==> config.mk <==
export PLATFORM = sky130hd
export DESIGN_NAME = mesh_ctrl_flat
export DESIGN_NICKNAME = d
export VERILOG_FILES = /design/src/rtl/mesh_ctrl_if.sv /design/src/rtl/mesh_ctrl.sv /design/src/flat_wrapper.sv
export SDC_FILE = /design/constraint.sdc
export NUM_CORES = 1
export LEC_CHECK = 0
export ABC_AREA = 0
export CORE_ASPECT_RATIO = 1.5
export CORE_MARGIN = 2
export CORE_UTILIZATION = 25
export DETAILED_ROUTE_END_ITERATION = 12
export GPL_TIMING_DRIVEN = 0
export PLACE_DENSITY = 0.44
export SLEW_MARGIN = 20
export SYNTH_ARGS = -nofsm -noshare
export SYNTH_HDL_FRONTEND = slang
export SYNTH_SLANG_ARGS = --single-unit
==> constraint.sdc <==
create_clock -name clk -period 4.84 [get_ports clk]
set_clock_uncertainty 0.1 [all_clocks]
set_input_delay 0.726 -clock clk [delete_from_list [all_inputs] [get_ports clk]]
set_output_delay 0.726 -clock clk [all_outputs]
set_load 0.005 [all_outputs]
==> src/rtl/mesh_ctrl_if.sv <==
// Weight-stream and tile-broadcast bundle between the mesh controller and its environment.
// The slave modport is the controller's side; the master modport is the feeder/tile side.
interface mesh_ctrl_if #(
  parameter int DW = 8,
  parameter int AW = 8
);
  logic [DW-1:0] w_data;
  logic          w_valid;
  logic          w_ready;
  logic [AW-1:0] cfg_addr;
  logic [DW-1:0] cfg_data;
  logic          cfg_valid;

  modport master (
    output w_data, w_valid,
    input  w_ready, cfg_addr, cfg_data, cfg_valid
  );

  modport slave (
    input  w_data, w_valid,
    output w_ready, cfg_addr, cfg_data, cfg_valid
  );
endinterface

==> src/rtl/mesh_ctrl.sv <==
// Mesh load/compute sequencer: streams weights row-major into tile config, then
// steps the tiles through LOAD_X and MAC phases and pulses done.
module mesh_ctrl #(
  parameter int DW      = 8,
  parameter int ROW_W   = 4,
  parameter int COL_W   = 4,
  parameter int ROWS    = 4,
  parameter int COLS    = 4,
  parameter int X_CYC   = 4,
  parameter int MAC_CYC = 7
) (
  input  logic        clk,
  input  logic        rst_n,
  input  logic        start,
  input  logic        abort,
  mesh_ctrl_if.slave  bus,
  output logic [1:0]  global_state,
  output logic        busy,
  output logic        done,
  output logic [2:0]  dbg_state
);

  localparam int AW   = ROW_W + COL_W;
  localparam int MX1  = (ROWS * COLS > X_CYC) ? ROWS * COLS : X_CYC;
  localparam int MAXC = (MX1 > MAC_CYC) ? MX1 : MAC_CYC;
  localparam int PW   = $clog2(MAXC + 1);

  localparam logic [1:0] GS_LOAD_W = 2'd0;
  localparam logic [1:0] GS_LOAD_X = 2'd1;
  localparam logic [1:0] GS_MAC    = 2'd2;
  localparam logic [1:0] GS_IDLE   = 2'd3;

  typedef enum logic [2:0] {
    IDLE    = 3'd0,
    LOAD_W  = 3'd1,
    W_DRAIN = 3'd2,
    LOAD_X  = 3'd3,
    MAC     = 3'd4,
    DONE    = 3'd5
  } state_t;

  state_t           state_q;
  logic [ROW_W-1:0] row_q;
  logic [COL_W-1:0] col_q;
  logic [PW-1:0]    cnt_q;
  logic             w_ready_q;
  logic             cfg_valid_q;
  logic [AW-1:0]    cfg_addr_q;
  logic [DW-1:0]    cfg_data_q;
  logic [1:0]       gs_q;
  logic             busy_q;
  logic             done_q;

  logic last_beat;
  logic col_last;
  logic accept;

  // Handshake: a weight beat transfers on a rising edge where w_valid && w_ready;
  // w_ready is registered and high only while the FSM sits in LOAD_W.
  assign col_last  = (col_q == COL_W'(COLS - 1));
  assign last_beat = col_last && (row_q == ROW_W'(ROWS - 1));
  assign accept    = bus.w_valid && w_ready_q;

  always_ff @(posedge clk or negedge rst_n) begin
    if (!rst_n) begin
      state_q     <= IDLE;
      row_q       <= '0;
      col_q       <= '0;
      cnt_q       <= '0;
      w_ready_q   <= 1'b0;
      cfg_valid_q <= 1'b0;
      cfg_addr_q  <= '0;
      cfg_data_q  <= '0;
      gs_q        <= GS_IDLE;
      busy_q      <= 1'b0;
      done_q      <= 1'b0;
    end else begin
      cfg_valid_q <= 1'b0;
      done_q      <= 1'b0;
      if (abort) begin
        state_q   <= IDLE;
        w_ready_q <= 1'b0;
        gs_q      <= GS_IDLE;
        busy_q    <= 1'b0;
        cnt_q     <= '0;
      end else begin
        case (state_q)
          IDLE: begin
            if (start) begin
              state_q   <= LOAD_W;
              row_q     <= '0;
              col_q     <= '0;
              cnt_q     <= '0;
              w_ready_q <= 1'b1;
              gs_q      <= GS_LOAD_W;
              busy_q    <= 1'b1;
            end
          end

          LOAD_W: begin
            if (accept) begin
              cfg_valid_q <= 1'b1;
              cfg_addr_q  <= {row_q, col_q};
              cfg_data_q  <= bus.w_data;
              if (last_beat) begin
                state_q   <= W_DRAIN;
                w_ready_q <= 1'b0;
              end else if (col_last) begin
                col_q <= '0;
                row_q <= row_q + ROW_W'(1);
              end else begin
                col_q <= col_q + COL_W'(1);
              end
            end
          end

          // The final beat is still on the broadcast bus here, so tiles stay in LOAD_W.
          W_DRAIN: begin
            state_q <= LOAD_X;
            gs_q    <= GS_LOAD_X;
            cnt_q   <= '0;
          end

          LOAD_X: begin
            if (cnt_q == PW'(X_CYC - 1)) begin
              state_q <= MAC;
              gs_q    <= GS_MAC;
              cnt_q   <= '0;
            end else begin
              cnt_q <= cnt_q + PW'(1);
            end
          end

          MAC: begin
            if (cnt_q == PW'(MAC_CYC - 1)) begin
              state_q <= DONE;
              gs_q    <= GS_IDLE;
              done_q  <= 1'b1;
              cnt_q   <= '0;
            end else begin
              cnt_q <= cnt_q + PW'(1);
            end
          end

          DONE: begin
            state_q <= IDLE;
            busy_q  <= 1'b0;
          end

          default: begin
            state_q   <= IDLE;
            w_ready_q <= 1'b0;
            gs_q      <= GS_IDLE;
            busy_q    <= 1'b0;
            cnt_q     <= '0;
          end
        endcase
      end
    end
  end

  assign bus.w_ready   = w_ready_q;
  assign bus.cfg_valid = cfg_valid_q;
  assign bus.cfg_addr  = cfg_addr_q;
  assign bus.cfg_data  = cfg_data_q;
  assign global_state  = gs_q;
  assign busy          = busy_q;
  assign done          = done_q;
  assign dbg_state     = state_q;

endmodule

==> src/flat_wrapper.sv <==
// flat-port wrapper written by rule: the top's interface ports become plain ports
module mesh_ctrl_flat 
#(
  parameter int DW      = 8,
  parameter int ROW_W   = 4,
  parameter int COL_W   = 4,
  parameter int ROWS    = 4,
  parameter int COLS    = 4,
  parameter int X_CYC   = 4,
  parameter int MAC_CYC = 7
)
  (clk, rst_n, start, abort, global_state, busy, done, dbg_state, bus_w_data, bus_w_valid, bus_w_ready, bus_cfg_addr, bus_cfg_data, bus_cfg_valid);
  mesh_ctrl_if #(.DW(DW), .AW((ROW_W + COL_W))) bus_i ();
  input  logic clk;
  input  logic rst_n;
  input  logic start;
  input  logic abort;
  output logic [1:0] global_state;
  output logic busy;
  output logic done;
  output logic [2:0] dbg_state;
  input wire logic [$bits(bus_i.w_data)-1:0] bus_w_data;
  input wire logic [$bits(bus_i.w_valid)-1:0] bus_w_valid;
  output wire logic [$bits(bus_i.w_ready)-1:0] bus_w_ready;
  output wire logic [$bits(bus_i.cfg_addr)-1:0] bus_cfg_addr;
  output wire logic [$bits(bus_i.cfg_data)-1:0] bus_cfg_data;
  output wire logic [$bits(bus_i.cfg_valid)-1:0] bus_cfg_valid;
  assign bus_i.w_data = bus_w_data;
  assign bus_i.w_valid = bus_w_valid;
  assign bus_w_ready = bus_i.w_ready;
  assign bus_cfg_addr = bus_i.cfg_addr;
  assign bus_cfg_data = bus_i.cfg_data;
  assign bus_cfg_valid = bus_i.cfg_valid;
  mesh_ctrl #(.DW(DW), .ROW_W(ROW_W), .COL_W(COL_W), .ROWS(ROWS), .COLS(COLS), .X_CYC(X_CYC), .MAC_CYC(MAC_CYC)) u_core (.clk(clk), .rst_n(rst_n), .start(start), .abort(abort), .bus(bus_i), .global_state(global_state), .busy(busy), .done(done), .dbg_state(dbg_state));
endmodule
==> impl_metrics.py <==
metrics = {
    "run_status": {
        "status": "completed",
    },
    "layout": {
        "drive_above_1_share_pct": 17.29,
        "syn_to_final_growth_pct": 33.22,
        "nets": 230,
        "design_area_um2": 2444,
        "diodes": 0,
        "fin_cells": 314,
        "n_fill_cell": 747,
    },
    "yosys": {
        "synth.distinct_cells": 42,
        "synth-simple-area-share_pct": 17.53,
        "syn_area_um2": 1834,
        "synth-compound-area-share_pct": 13.03,
        "synth_xor_xnor_area_share_pct": 0,
        "syn_nets": 185,
        "synth-seq-cells": 38,
        "synth-adder-area-share_pct": 2.729,
        "synth.avg_cell_area_um2": 10.92,
        "synth_top_family_by_area": "simple AND/OR/NAND/NOR gates",
        "synth_warnings": 0,
        "ys_seq_area_share_pct": 51.98,
        "synth.area.mux_share_pct": 12.14,
        "syn_inst": 168,
    },
    "critical_path": {
        "worstRegToRegCells": 6,
        "critPathCaptureType": "flip-flop",
        "crit_family": "simple AND/OR/NAND/NOR gates",
        "path_depth": 5,
        "start_kind": "primary input",
        "crit_slowest_cell": "nor2_1",
        "worstPathRequired_ns": 4.91,
        "cp_data_arrival_time_ns": 2.95,
        "crit_fanout": 10,
        "crit_chain": "clkdlybuf4s50_1 -> or3_4 -> nor2_1 -> buf_2 -> mux2_2",
        "worst-path-buf-inv": 2,
        "crit_type": "in -> reg",
        "max_stage_delay_ns": 0.57,
    },
    "pwr": {
        "internal_power_uw": 728.9,
        "p_per_area_nw_per_um2": 423.9,
        "switching_power_uw": 306.9,
        "power_leakage_nw": 1.029,
        "p_seq_share_pct": 44.2,
        "switching_share_pct": 29.63,
        "p_comb_share_pct": 34.1,
        "clockPowerShare_pct": 21.7,
        "peakVddDrop_uv": 115.1,
    },
    "sta": {
        "period_needed_ns": 2.876,
        "slew_violations": 0,
        "worst_pin_slew_ns": 0.7266,
        "fmax_mhz": 347.7,
        "fin_hold_ws_ns": 0.3051,
        "fin_tns_setup_ns": 0,
        "fin_ws_ns": 1.964,
        "hold_viol_final": 0,
        "relSlewSlack_pct": 51.38,
        "setup_violations": 0,
        "fin_crit_sh_pct": 59.42,
        "grt_setup_unrepaired": "no",
    },
    "global_routing": {
        "grt-ovfl-total": 0,
        "antenna_found_initial": 0,
        "grt_pass1_wl_mm": 7.010,
        "grt_max_degree": 21,
        "first_global_vias": 1451,
        "grt_usage_pct": 11.40,
    },
    "clock_tree": {
        "cts_hold_buf": 0,
        "cts-root-buf": "clkbuf_8",
        "clock_latency_ns": 0.29,
        "cts_setup_buffers": 0,
        "cts_resized": 0,
        "cts_made_buffers": 5,
        "cts_sinks": 38,
        "path_clk_slew_ns": 0.07,
        "cts_tree": "yes",
        "clock_path_buffers": 2,
        "cts_max_level": 2,
    },
    "die": {
        "die_w_um": 73.94,
        "coreArea_um2": 7179,
        "die_h_um": 108.9,
        "die_area_um2": 8052,
        "core.rowCount": 38,
        "initial_core_util_pct": 25.55,
        "ios": 38,
    },
    "min_path": {
        "hp-class": "in -> async",
    },
    "flow_run": {
        "maxCapViolCount": 0,
    },
    "route": {
        "drc": 0,
        "ant_nets": 0,
        "drtIter0Drc": 43,
        "dr.pass1.iters": 4,
        "wirelength_mm": 4.213,
        "via_count": 1444,
        "wl_per_cell_um": 13.42,
        "routed_via_density": 4.599,
    },
    "placement": {
        "dpl_cell_area_um2": 2352,
        "dp_slack_ns": 1.607,
        "hpwl_mm": 3.107,
        "numPortBuffers": 37,
        "dp_cells": 306,
        "gp_congestion": 0.8442,
    },
}
[cell usage after synthesis]
library cell / number / area share, %
dfrtp_1: 36 / 49
mux2_2: 18 / 11
nand2_1: 13 / 2.7
a21oi_1: 10 / 2.7
o21ai_0: 10 / 2.7
nor2_1: 9 / 1.8
inv_1: 6 / 1.2
nand3_1: 6 / 1.6
nor3_1: 5 / 1.4
clkbuf_1: 4 / 0.82
ha_1: 4 / 2.7
nand2b_1: 4 / 1.4
nor3b_1: 4 / 1.6
nor2b_1: 3 / 1.0
o211ai_1: 3 / 1.2
a22o_1: 2 / 0.96
and2_1: 2 / 0.68
dfstp_2: 2 / 2.9
mux2i_1: 2 / 1.1
or2_2: 2 / 0.68
or4b_1: 2 / 1.1
a2111oi_0: 1 / 0.48
a21boi_0: 1 / 0.41
a221o_1: 1 / 0.55
a31o_2: 1 / 0.48
a31oi_1: 1 / 0.34
a32oi_1: 1 / 0.48
a41o_1: 1 / 0.55
and3b_1: 1 / 0.48
buf_2: 1 / 0.27
clkbuf_2: 1 / 0.27
nand4b_1: 1 / 0.48
nand4bb_1: 1 / 0.61
nor4_1: 1 / 0.34
o21a_1: 1 / 0.41
o22ai_1: 1 / 0.34
o2bb2ai_1: 1 / 0.48
o311ai_0: 1 / 0.48
o31ai_1: 1 / 0.41
or3_4: 1 / 0.61
or3b_2: 1 / 0.48
or4b_2: 1 / 0.55
[final cells by class]
| cell class | instances | area [µm²] | share of cell area, % |
|---|---|---|---|
| Clock buffer | 7 | 86.33 | 3.533 |
| Buffer | 6 | 25.02 | 1.024 |
| Timing Repair Buffer | 38 | 392.9 | 16.08 |
| Tap cell | 100 | 125.1 | 5.120 |
| Clock inverter | 1 | 5.005 | 0.2048 |
| Inverter | 6 | 22.52 | 0.9217 |
| Multi-Input combinational cell | 118 | 833.3 | 34.10 |
| Sequential cell | 38 | 953.4 | 39.02 |
[power groups by stage]
stage                     registers [mW]  logic [mW]  clock network, mW
after CTS                          0.460       0.359              0.235
after floorplan                    0.462       0.160                  0
after global routing               0.471       0.400              0.245
after global placement             0.464       0.355                  0
after detailed placement           0.466       0.358                  0
final                              0.458       0.353              0.225
[stage by stage]
step                utilization, %  power [mW]
CTS                          34.04       1.055
finish                       34.04       1.036
global route                 34.04       1.116
detailed placement           32.76      0.8240
global placement             32.45      0.8188
floorplan                        -      0.6222
[routing by layer]
metal / vias to the layer above / GRT usage, % / share of wire (%)
li1: 700 / - / -
met1: 700 / 13.14 / 43
met2: 38 / 19.39 / 51
met3: 6 / 3.235 / 4.8
met4: 0 / 4.805 / 1.3
met5: - / 0 / 0
[flip-flops by register name, summed over array words and instances (netlist names)]
| name | count |
|---|---|
| u_core.bus.w_ready | 1 |
| u_core.busy | 1 |
| u_core.bus.cfg_valid | 1 |
| u_core.bus.cfg_data | 8 |
| u_core.global_state | 2 |
| u_core.row_q | 4 |
| u_core.done | 1 |
| u_core.dbg_state | 3 |
| u_core.col_q | 4 |
| u_core.cnt_q | 5 |
| u_core.bus.cfg_addr | 8 |
[kinds of logic after synthesis]
kind of cell             Yosys count
AND/OR/NAND/NOR                   57
flip-flops                        38
AO/OA/AOI/OAI                     37
multiplexers                      20
buffers and inverters             12
adder cells (fa/ha/maj)            4
[placed cells by master (no fill, tap or decap), types with 2 or more instances in the layout]
cell             instances
clkdlybuf4s50_1         36
dfrtp_1                 36
mux2_2                  18
nand2_1                 13
o21ai_0                 10
a21oi_1                 10
nor2_1                   9
inv_1                    6
nand3_1                  6
clkbuf_8                 6
clkbuf_1                 5
nor3_1                   5
nand2b_1                 4
nor3b_1                  4
ha_1                     4
nor2b_1                  3
o211ai_1                 3
buf_2                    2
or2_2                    2
and2_1                   2
mux2i_1                  2
or4b_1                   2
a22o_1                   2
dfstp_2                  2
[path summary, 6_finish.rpt]
check	start	slack [ns]	end
hold reg to reg	u_core.global_state[1]$_DFFE_PN1P_	0.36	u_core.global_state[1]$_DFFE_PN1P_
hold / removal	rst_n	0.31	u_core.bus.cfg_data[0]$_DFFE_PN0P_
max in group asynchronous	rst_n	3.79	u_core.global_state[1]$_DFFE_PN1P_
min in group clk	u_core.global_state[1]$_DFFE_PN1P_	0.36	u_core.global_state[1]$_DFFE_PN1P_
setup / recovery	abort	1.96	u_core.bus.cfg_addr[1]$_DFFE_PN0P_
setup reg to reg	u_core.col_q[0]$_DFFE_PN0P_	2.38	u_core.row_q[2]$_DFFE_PN0P_
No activity file was read; power rests on OpenSTA's default activity.
